[config.mk]
export PLATFORM = sky130hd
export DESIGN_NAME = div_unit_flat
export DESIGN_NICKNAME = d
export VERILOG_FILES = /design/src/rtl/div_if.sv /design/src/rtl/div_unit.sv /design/src/flat_wrapper.sv
export SDC_FILE = /design/constraint.sdc
export NUM_CORES = 1
export LEC_CHECK = 0
export CAP_MARGIN = 20
export CORE_MARGIN = 4
export CORE_UTILIZATION = 62
export CTS_CLUSTER_DIAMETER = 30
export DETAILED_ROUTE_END_ITERATION = 16
export GPL_TIMING_DRIVEN = 0
export PLACE_DENSITY = 0.95
export SETUP_SLACK_MARGIN = 0.02
export SYNTH_ARGS = -nofsm -noshare
export SYNTH_HDL_FRONTEND = slang
export SYNTH_SLANG_ARGS = --single-unit
[constraint.sdc]
create_clock -name clk -period 7.4 [get_ports clk]
set_clock_uncertainty 0.15 [all_clocks]
set_input_delay 1.11 -clock clk [delete_from_list [all_inputs] [get_ports clk]]
set_output_delay 1.11 -clock clk [all_outputs]
set_load 0.1 [all_outputs]
[src/rtl/div_if.sv]
// Request/response bundle between the EX stage and the multi-cycle divider.
// The EX stage is the master; the divider is the slave.
interface div_if #(
  parameter int WIDTH = 32
);
  logic               signed_div;
  logic [WIDTH-1:0]   opdata1;
  logic [WIDTH-1:0]   opdata2;
  logic               start;
  logic               annul;
  logic [2*WIDTH-1:0] result;
  logic               ready;

  modport master (
    output signed_div, opdata1, opdata2, start, annul,
    input  result, ready
  );

  modport slave (
    input  signed_div, opdata1, opdata2, start, annul,
    output result, ready
  );
endinterface

[src/rtl/div_unit.sv]
// Radix-2 restoring divider for DIV/DIVU: one quotient bit per cycle,
// result word is {remainder, quotient} for the HI/LO write.
module div_unit #(
  parameter int WIDTH = 32
) (
  input logic  clk,
  input logic  rst,
  div_if.slave bus
);
  localparam int CW = $clog2(WIDTH);
  localparam logic [CW-1:0] LAST = CW'(WIDTH - 1);

  typedef enum logic [1:0] {IDLE, DIVZERO, BUSY, DONE} state_t;

  state_t               state, state_n;
  logic [WIDTH-1:0]     rem, rem_n;
  logic [WIDTH-1:0]     dvd, dvd_n;
  logic [WIDTH-1:0]     dsr, dsr_n;
  logic [CW-1:0]        cnt, cnt_n;
  logic                 q_neg, q_neg_n;
  logic                 r_neg, r_neg_n;
  logic [2*WIDTH-1:0]   res, res_n;
  logic                 rdy, rdy_n;

  logic [WIDTH:0]       shifted;
  logic [WIDTH:0]       trial;
  logic                 qbit;
  logic [WIDTH-1:0]     rem_step;
  logic [WIDTH-1:0]     quo_step;
  logic                 a_neg;
  logic                 b_neg;
  logic [WIDTH-1:0]     abs_a;
  logic [WIDTH-1:0]     abs_b;

  // Magnitudes are only taken in signed mode; 0x80000000 maps to itself,
  // which is the correct unsigned magnitude.
  assign a_neg = bus.signed_div & bus.opdata1[WIDTH-1];
  assign b_neg = bus.signed_div & bus.opdata2[WIDTH-1];
  assign abs_a = a_neg ? -bus.opdata1 : bus.opdata1;
  assign abs_b = b_neg ? -bus.opdata2 : bus.opdata2;

  // The partial remainder is always below the divisor, so the shifted value
  // fits in WIDTH+1 bits and the trial sign bit decides the quotient bit.
  assign shifted  = {rem, dvd[WIDTH-1]};
  assign trial    = shifted - {1'b0, dsr};
  assign qbit     = ~trial[WIDTH];
  assign rem_step = qbit ? trial[WIDTH-1:0] : shifted[WIDTH-1:0];
  assign quo_step = {dvd[WIDTH-2:0], qbit};

  // NOTE: every combinational output gets a default first so no path through
  // the case statement can leave it unassigned and infer a latch.
  always_comb begin
    state_n = state;
    rem_n   = rem;
    dvd_n   = dvd;
    dsr_n   = dsr;
    cnt_n   = cnt;
    q_neg_n = q_neg;
    r_neg_n = r_neg;
    res_n   = res;
    rdy_n   = rdy;

    unique case (state)
      IDLE: begin
        res_n = '0;
        rdy_n = 1'b0;
        if (bus.start && !bus.annul) begin
          if (bus.opdata2 == '0) begin
            state_n = DIVZERO;
          end else begin
            state_n = BUSY;
            cnt_n   = '0;
            rem_n   = '0;
            dvd_n   = abs_a;
            dsr_n   = abs_b;
            q_neg_n = a_neg ^ b_neg;
            r_neg_n = a_neg;
          end
        end
      end

      DIVZERO: begin
        res_n = '0;
        if (bus.annul) begin
          state_n = IDLE;
          rdy_n   = 1'b0;
        end else begin
          state_n = DONE;
          rdy_n   = 1'b1;
        end
      end

      BUSY: begin
        // Annul wins over completion on the same edge.
        if (bus.annul) begin
          state_n = IDLE;
          res_n   = '0;
          rdy_n   = 1'b0;
        end else begin
          rem_n = rem_step;
          dvd_n = quo_step;
          cnt_n = cnt + 1'b1;
          if (cnt == LAST) begin
            state_n = DONE;
            cnt_n   = '0;
            rdy_n   = 1'b1;
            res_n   = {r_neg ? -rem_step : rem_step,
                       q_neg ? -quo_step : quo_step};
          end
        end
      end

      DONE: begin
        if (!bus.start || bus.annul) begin
          state_n = IDLE;
          res_n   = '0;
          rdy_n   = 1'b0;
        end
      end

      default: state_n = IDLE;
    endcase
  end

  // NOTE: sequential state uses non-blocking assignments so every register
  // samples the pre-edge values regardless of statement order.
  always_ff @(posedge clk) begin
    if (rst) begin
      state <= IDLE;
      rem   <= '0;
      dvd   <= '0;
      dsr   <= '0;
      cnt   <= '0;
      q_neg <= 1'b0;
      r_neg <= 1'b0;
      res   <= '0;
      rdy   <= 1'b0;
    end else begin
      state <= state_n;
      rem   <= rem_n;
      dvd   <= dvd_n;
      dsr   <= dsr_n;
      cnt   <= cnt_n;
      q_neg <= q_neg_n;
      r_neg <= r_neg_n;
      res   <= res_n;
      rdy   <= rdy_n;
    end
  end

  assign bus.result = res;
  assign bus.ready  = rdy;
endmodule

[src/flat_wrapper.sv]
// flat-port wrapper written by rule: the top's interface ports become plain ports
module div_unit_flat 
#(
  parameter int WIDTH = 32
)
  (clk, rst, bus_signed_div, bus_opdata1, bus_opdata2, bus_start, bus_annul, bus_result, bus_ready);
  div_if #(.WIDTH(WIDTH)) bus_i ();
  input logic clk;
  input logic rst;
  input wire logic [$bits(bus_i.signed_div)-1:0] bus_signed_div;
  input wire logic [$bits(bus_i.opdata1)-1:0] bus_opdata1;
  input wire logic [$bits(bus_i.opdata2)-1:0] bus_opdata2;
  input wire logic [$bits(bus_i.start)-1:0] bus_start;
  input wire logic [$bits(bus_i.annul)-1:0] bus_annul;
  output wire logic [$bits(bus_i.result)-1:0] bus_result;
  output wire logic [$bits(bus_i.ready)-1:0] bus_ready;
  assign bus_i.signed_div = bus_signed_div;
  assign bus_i.opdata1 = bus_opdata1;
  assign bus_i.opdata2 = bus_opdata2;
  assign bus_i.start = bus_start;
  assign bus_i.annul = bus_annul;
  assign bus_result = bus_i.result;
  assign bus_ready = bus_i.ready;
  div_unit #(.WIDTH(WIDTH)) u_core (.clk(clk), .rst(rst), .bus(bus_i));
endmodule
# Word-level counts from Yosys, hierarchy flattened
# Index checks and enable logic that the tools add are counted.
[word_totals] word_cells=75 ff_bits=170 output_inout_bits=65
[classes] bitwise_logic=5 mux=34 n_reduce_logical=12 eq_ne=9 n_addsub=6
[ops] operator="2-to-1 mux 32 bit" count=11
[ops] operator="2-to-1 mux 64 bit" count=3
[ops] operator="case mux 64 bit (3 select lines)" count=1
[ops] operator="negation 32 bit" count=4
[ops] operator="case mux 32 bit (2 select lines)" count=2
[ops] operator="subtractor 33 x 32 -> 33 bit" count=1
[ops] operator="logical NOT 32 bit" count=1
[ops] operator="2-to-1 mux 5 bit" count=4
[ops] operator="2-to-1 mux 2 bit" count=6
[ops] operator="case mux 5 bit (2 select lines)" count=1
[ops] operator="case mux 2 bit (4 select lines)" count=1
[ops] operator="AND reduction 3 bit" count=2
[ops] operator="adder 5 x 1 -> 5 bit (second input constant)" count=1
[ops] operator="== test 5 bit (second input constant)" count=1
[ops] operator="== test 2 bit (second input constant)" count=2
[ops] operator="2-to-1 mux 1 bit" count=4
[ops] operator="!= test 2 x 1 -> 1 bit (second input constant)" count=2
[ops] operator="!= test 2 bit (second input constant)" count=2
[ops] operator="case mux 1 bit (4 select lines)" count=1
[ops] operator="AND reduction 4 bit" count=1
[ops] operator="!= test 3 x 2 -> 1 bit (second input constant)" count=1
[ops] operator="bitwise AND 1 bit" count=2
[ops] operator="== test 2 x 1 -> 1 bit (second input constant)" count=1
[ops] operator="logical NOT 1 bit" count=2
[ops] operator="8 further kinds" count=9

# Depth between registers and ports, before layout
[depth] word_depth=7 mapped_depth=24 mapped_depth_nobuf=21

# Worst setup path after synthesis
# Ideal clock, no wire load.
[synth_timing] path_kind="reg-to-reg" startpoint="register u_core.dvd[31]" endpoint="register u_core.res[60] (netlist: u_core.bus.result[60])" arrival_ps=4214 stages_incl_launch_ff=23 n_path_buf=3 required_time_ps=7121 setup_ps=129 setup_slack_ps=2908 cell_sequence="dfxtp_1 > inv_1 > ha_1 > inv_1 > fa_1 > a21o_1 > a221oi_4 > o31a_2 > o21ai_2 > o41ai_4 > nand2_2 > buf_4 > buf_4 > buf_2 > mux2i_1 > ha_1 > inv_1 > o41ai_1 > a31oi_1 > a21oi_1 > a31oi_1 > xnor2_1 > o21ai_0"
[synth_via] elab_chain_cells=7
[synth_rtl] element="from (decl)" line="div_unit.sv:17" source="logic [WIDTH-1:0] dvd, dvd_n;"
[synth_rtl] element="from (signal assigned)" line="div_unit.sv:141" source="dvd <= dvd_n;"
[synth_rtl] element="subtractor 33 x 32 -> 33 bit" line="div_unit.sv:45" source="assign trial = shifted - {1'b0, dsr};"
[synth_rtl] element="2-to-1 mux 32 bit (*)" line="div_unit.sv:47" source="assign rem_step = qbit ? trial[WIDTH-1:0] : shifted[WIDTH-1:0];"
[synth_rtl] element="negation 32 bit" line="div_unit.sv:107" source="res_n = {r_neg ? -rem_step : rem_step,"
[synth_rtl] element="2-to-1 mux 32 bit (*)" line="div_unit.sv:107"
[synth_rtl] element="2-to-1 mux 64 bit (*)" line="div_unit.sv:103" source="if (cnt == LAST) begin"
[synth_rtl] element="2-to-1 mux 64 bit (*)" line="div_unit.sv:95" source="if (bus.annul) begin"
[synth_rtl] element="case mux 64 bit (3 select lines) (*)" line="div_unit.sv:63" source="unique case (state)"
[synth_rtl] element="to (signal assigned)" line="div_unit.sv:146" source="res <= res_n;"
[synth_rtl] element="to (decl)" line="div_unit.sv:22" source="logic [2*WIDTH-1:0] res, res_n;"
# Every way passes the cells marked *; elsewhere a longest branch is shown, timed or not. The select of a mux whose other input is x is not followed.
# A chain may end at the register's enable or synchronous reset.

# Worst setup path in the final report
[layout_timing] startpoint="register u_core.dvd[31]" endpoint="register u_core.res[26] (netlist: u_core.bus.result[26])"
[layout_via] elab_chain_cells=7
[layout_rtl] element="subtractor 33 x 32 -> 33 bit" line="div_unit.sv:45"
[layout_rtl] element="inverter 1 bit" line="div_unit.sv:46" source="assign qbit = ~trial[WIDTH];"
[layout_rtl] element="negation 32 bit" line="div_unit.sv:108" source="q_neg ? -quo_step : quo_step};"
[layout_rtl] element="2-to-1 mux 32 bit" line="div_unit.sv:108"
[layout_rtl] element="2-to-1 mux 64 bit" line="div_unit.sv:103"
[layout_rtl] element="2-to-1 mux 64 bit" line="div_unit.sv:95"
[layout_rtl] element="case mux 64 bit (3 select lines)" line="div_unit.sv:63"
# No other way between the ends. The select of a mux whose other input is x is not followed.

==> flow_summary_export.csv <==
group,metric,value,unit
route,first_pass_iters,6,
clocking,clk_path_buf_depth,2,
clocking,numCtsBuffers,17,
yosys,syn_area_per_cell,7.351,sq um
worst_setup_path,path_cells,"inv_1 -> ha_1 -> inv_1 -> fa_1 -> a21o_1 -> a221oi_4 -> o31a_2 -> o21ai_2 -> o41ai_4 -> nand2_2 -> inv_4 -> buf_2 -> buf_1 -> ha_1 -> nand4_1 -> or3_1 -> o41ai_1 -> xnor2_1 -> a22oi_1 -> nor2_1",
layout,area_delta_synth_final,19.22,%
clocking,cts_tree,"built",
yosys,async_flop_share,0,%
yosys,netlist_area,11530,sq um
sta,final-setup-viol-count,0,
clocking,cts_max_level,4,
sta,fmax,0.1681,GHz
place,dpl_worst_slack,1.695,ns
clocking,clk_latency,0.44,ns
yosys,yosysWarnings,0,
sta,layout_min_cycle_time,5.949,ns
clocking,cts.repair.resized,0,
yosys,synth_seq_area_share,29.53,%
sta,max_slew_margin,28.25,%
place,port_buffers,132,
run_status,status,"finished clean",
layout,fin_area,13740,sq um
clocking,cts_setup_buffers,0,
layout,finalNetCount,1832,
yosys,ys_seq_elements,170,
worst_setup_path,crit_fanout,10,
global_routing,grt_pass1_wl,62980,um
worst_setup_path,critPathKind,"flop to flop",
floorplan,dieWidth,144.3,um
route,routed_via_density,6.560,
route,via_count,12870,
sta,worst_pin_slew,1.069,ns
yosys,ys.flop_type,"dfxtp_1",
sta,rsz0062_at_grt,"false",
worst_setup_path,end_kind,"flop",
layout,final_core_util,75.72,%
power,peakVddDrop,206.7,uV
power,p_leak,5.029,nW
sta,finalHoldViolations,0,
global_routing,grt_pass1_vias,11850,
floorplan,die_height,144.3,um
layout,layout_common_cells,"nor2_1 (198), nand2_1 (194), dfxtp_1 (170)",
clocking,clock-sinks,170,
clocking,clkTransAtPathRegs,0.07,ns
place,post_dp_cell_area,13130,sq um
worst_setup_path,path_buf_inv,5,
yosys,synth_nets,1680,
route,remaining_drc_errors,0,
worst_setup_path,cp.required,7.56,ns
power,powerDensity,290.8,nW/um^2
floorplan,num_rows,49,
hold_path,hold_class,"flop to flop",
power,p_total,0.003996,W
global_routing,antenna_found_initial,2,
global_routing,grt_start_max_net_pins,17,
sta,period_share,80.39,%
global_routing,grt.overflow.total,0,
worst_setup_path,crit_family,"compound AO/OA/AOI/OAI gates",
route,drt_iter0_drc,1747,
route,ant_nets,0,
route,totalWireLength,40840,um
worst_setup_path,cp-start-kind,"flop",
layout,diodes,0,
yosys,synth.distinct_cells,71,
clocking,cts-root-buf,"clkbuf_16",
floorplan,dieArea,20840,sq um
clocking,postCtsHoldBufs,0,
layout,layout_commonest_cell,"nor2_1",
worst_setup_path,slowest_delay,0.67,ns
route,drt-wirelength-per-cell,20.81,um
worst_setup_path,cp_slowest_cell,"buf_1",
sta,tns,0,ns
yosys,synthCells,1568,
flow_run,cap_viol_max_count,0,
sta,slew_viol_final,0,
place,gp_congestion,1.018,
worst_setup_path,cp.arrival,6.11,ns
place,dp_hpwl,31280,um
floorplan,core_area,18150,sq um
layout,drive_gt1_share,3.462,%
floorplan,pin_count,134,
floorplan,start_util,63.51,%
yosys,synth_edf_count,0,
global_routing,grt_usage,38.56,%
sta,setup_slack,1.451,ns
==> sequential cells by signal, indices dropped and copies added, names as in the netlist <==
signal,flops
u_core.cnt,5
u_core.state,2
u_core.bus.result,64
u_core.rem,32
u_core.dsr,32
u_core.r_neg,1
u_core.dvd,32
u_core.bus.ready,1
u_core.q_neg,1
==> cells in the mapped netlist (3+ instances only) <==
cell type | number | area [sq um]
a2111oi_0 | 3 | 26.28
a211o_1 | 3 | 26.28
a211oi_1 | 41 | 307.8
a21boi_0 | 4 | 30.03
a21o_1 | 11 | 82.58
a21oi_1 | 142 | 710.7
a22o_1 | 6 | 52.55
a22oi_1 | 54 | 405.4
a311oi_1 | 4 | 35.03
a31o_2 | 3 | 26.28
a31oi_1 | 17 | 106.4
a41oi_1 | 4 | 35.03
and2_1 | 7 | 43.79
and3_1 | 8 | 50.05
buf_1 | 3 | 11.26
buf_2 | 7 | 35.03
clkbuf_1 | 79 | 296.5
dfxtp_1 | 170 | 3403
ha_1 | 42 | 525.5
inv_1 | 64 | 240.2
mux2i_1 | 13 | 130.1
nand2_1 | 194 | 728.2
nand2b_1 | 7 | 43.79
nand3_1 | 31 | 155.2
nand4_1 | 11 | 68.82
nor2_1 | 198 | 743.2
nor2b_1 | 9 | 56.30
nor3_1 | 27 | 135.1
nor4_1 | 20 | 125.1
nor4b_1 | 3 | 26.28
o211ai_1 | 15 | 112.6
o21a_1 | 6 | 45.04
o21ai_0 | 108 | 540.5
o21ai_1 | 3 | 15.01
o22ai_1 | 3 | 18.77
o31ai_1 | 23 | 172.7
o41ai_1 | 16 | 140.1
or2_2 | 5 | 31.28
or3_1 | 15 | 93.84
or4_1 | 15 | 112.6
xnor2_1 | 65 | 569.3
xor2_1 | 73 | 639.4
==> cell families (layout without fill, tap and decap cells) <==
family                   after synthesis  after routing  synth area share (%)
buffers and inverters                156            321                 5.243
XOR/XNOR                             138            138                 10.49
multiplexers                          15             15                 1.324
AO/OA/AOI/OAI                        485            485                 26.98
adder cells (fa/ha/maj)               43             43                 4.733
flip-flops                           170            170                 29.53
AND/OR/NAND/NOR                      561            561                 21.71
==> cell type report <==
type / instances / area [sq um]
multi-input cells: 1242 / 7518
fillers: 1382 / 4405
flip-flops and latches: 170 / 3403
repair buffers: 133 / 1329
clock buffers: 19 / 442.9
plain buffers: 91 / 357.8
well taps: 229 / 286.5
inverters: 65 / 246.5
clock inverters: 13 / 157.7
==> through the flow <==
stage / std cells / hold WS (ns)
floorplan: 1568 / 0.2819
global placement: 1929 / 0.2860
detailed placement: 1929 / 0.2961
CTS: 1961 / 0.3108
global route: 1962 / 0.3348
finish: 1962 / 0.3095
==> report_power, final <==
group / switching, W / internal (W) / total (W)
clock: 0.000408 / 0.000516 / 0.000924
sequential: 0.000109 / 0.00101 / 0.00112
combinational: 0.00135 / 0.000605 / 0.00196
total: 0.00187 / 0.00213 / 0.00400
==> worst register-to-register path: cells and delay by family, from the launching register on <==
family          cells  cell delay (ns)
buf+inv             5             1.33
compound gates      7             1.96
simple gates        4             0.91
xor+xnor            1             0.13
flops               1             0.39
fa+ha+maj           3             0.96
==> routing by layer <==
metal	wire (um)	up-vias	track usage, %	part of all wire, %
li1	-	5915	-	-
met1	16580	5970	52.33	41
met2	18240	819	60.50	45
met3	4590	163	9.061	11
met4	1401	4	13.16	3.4
met5	31	-	0	0.076
==> worst paths after layout <==
check | start | end | slack, ns | cells past startpoint
max | u_core.dvd[31] | u_core.bus.result[26] | 1.45 | 20
min | u_core.bus.result[63] | u_core.bus.result[63] | 0.31 | 2
max reg2reg | u_core.dvd[31] | u_core.bus.result[26] | 1.45 | 20
min reg2reg | u_core.bus.result[63] | u_core.bus.result[63] | 0.31 | 2
(Power assumes the default switching activity.)
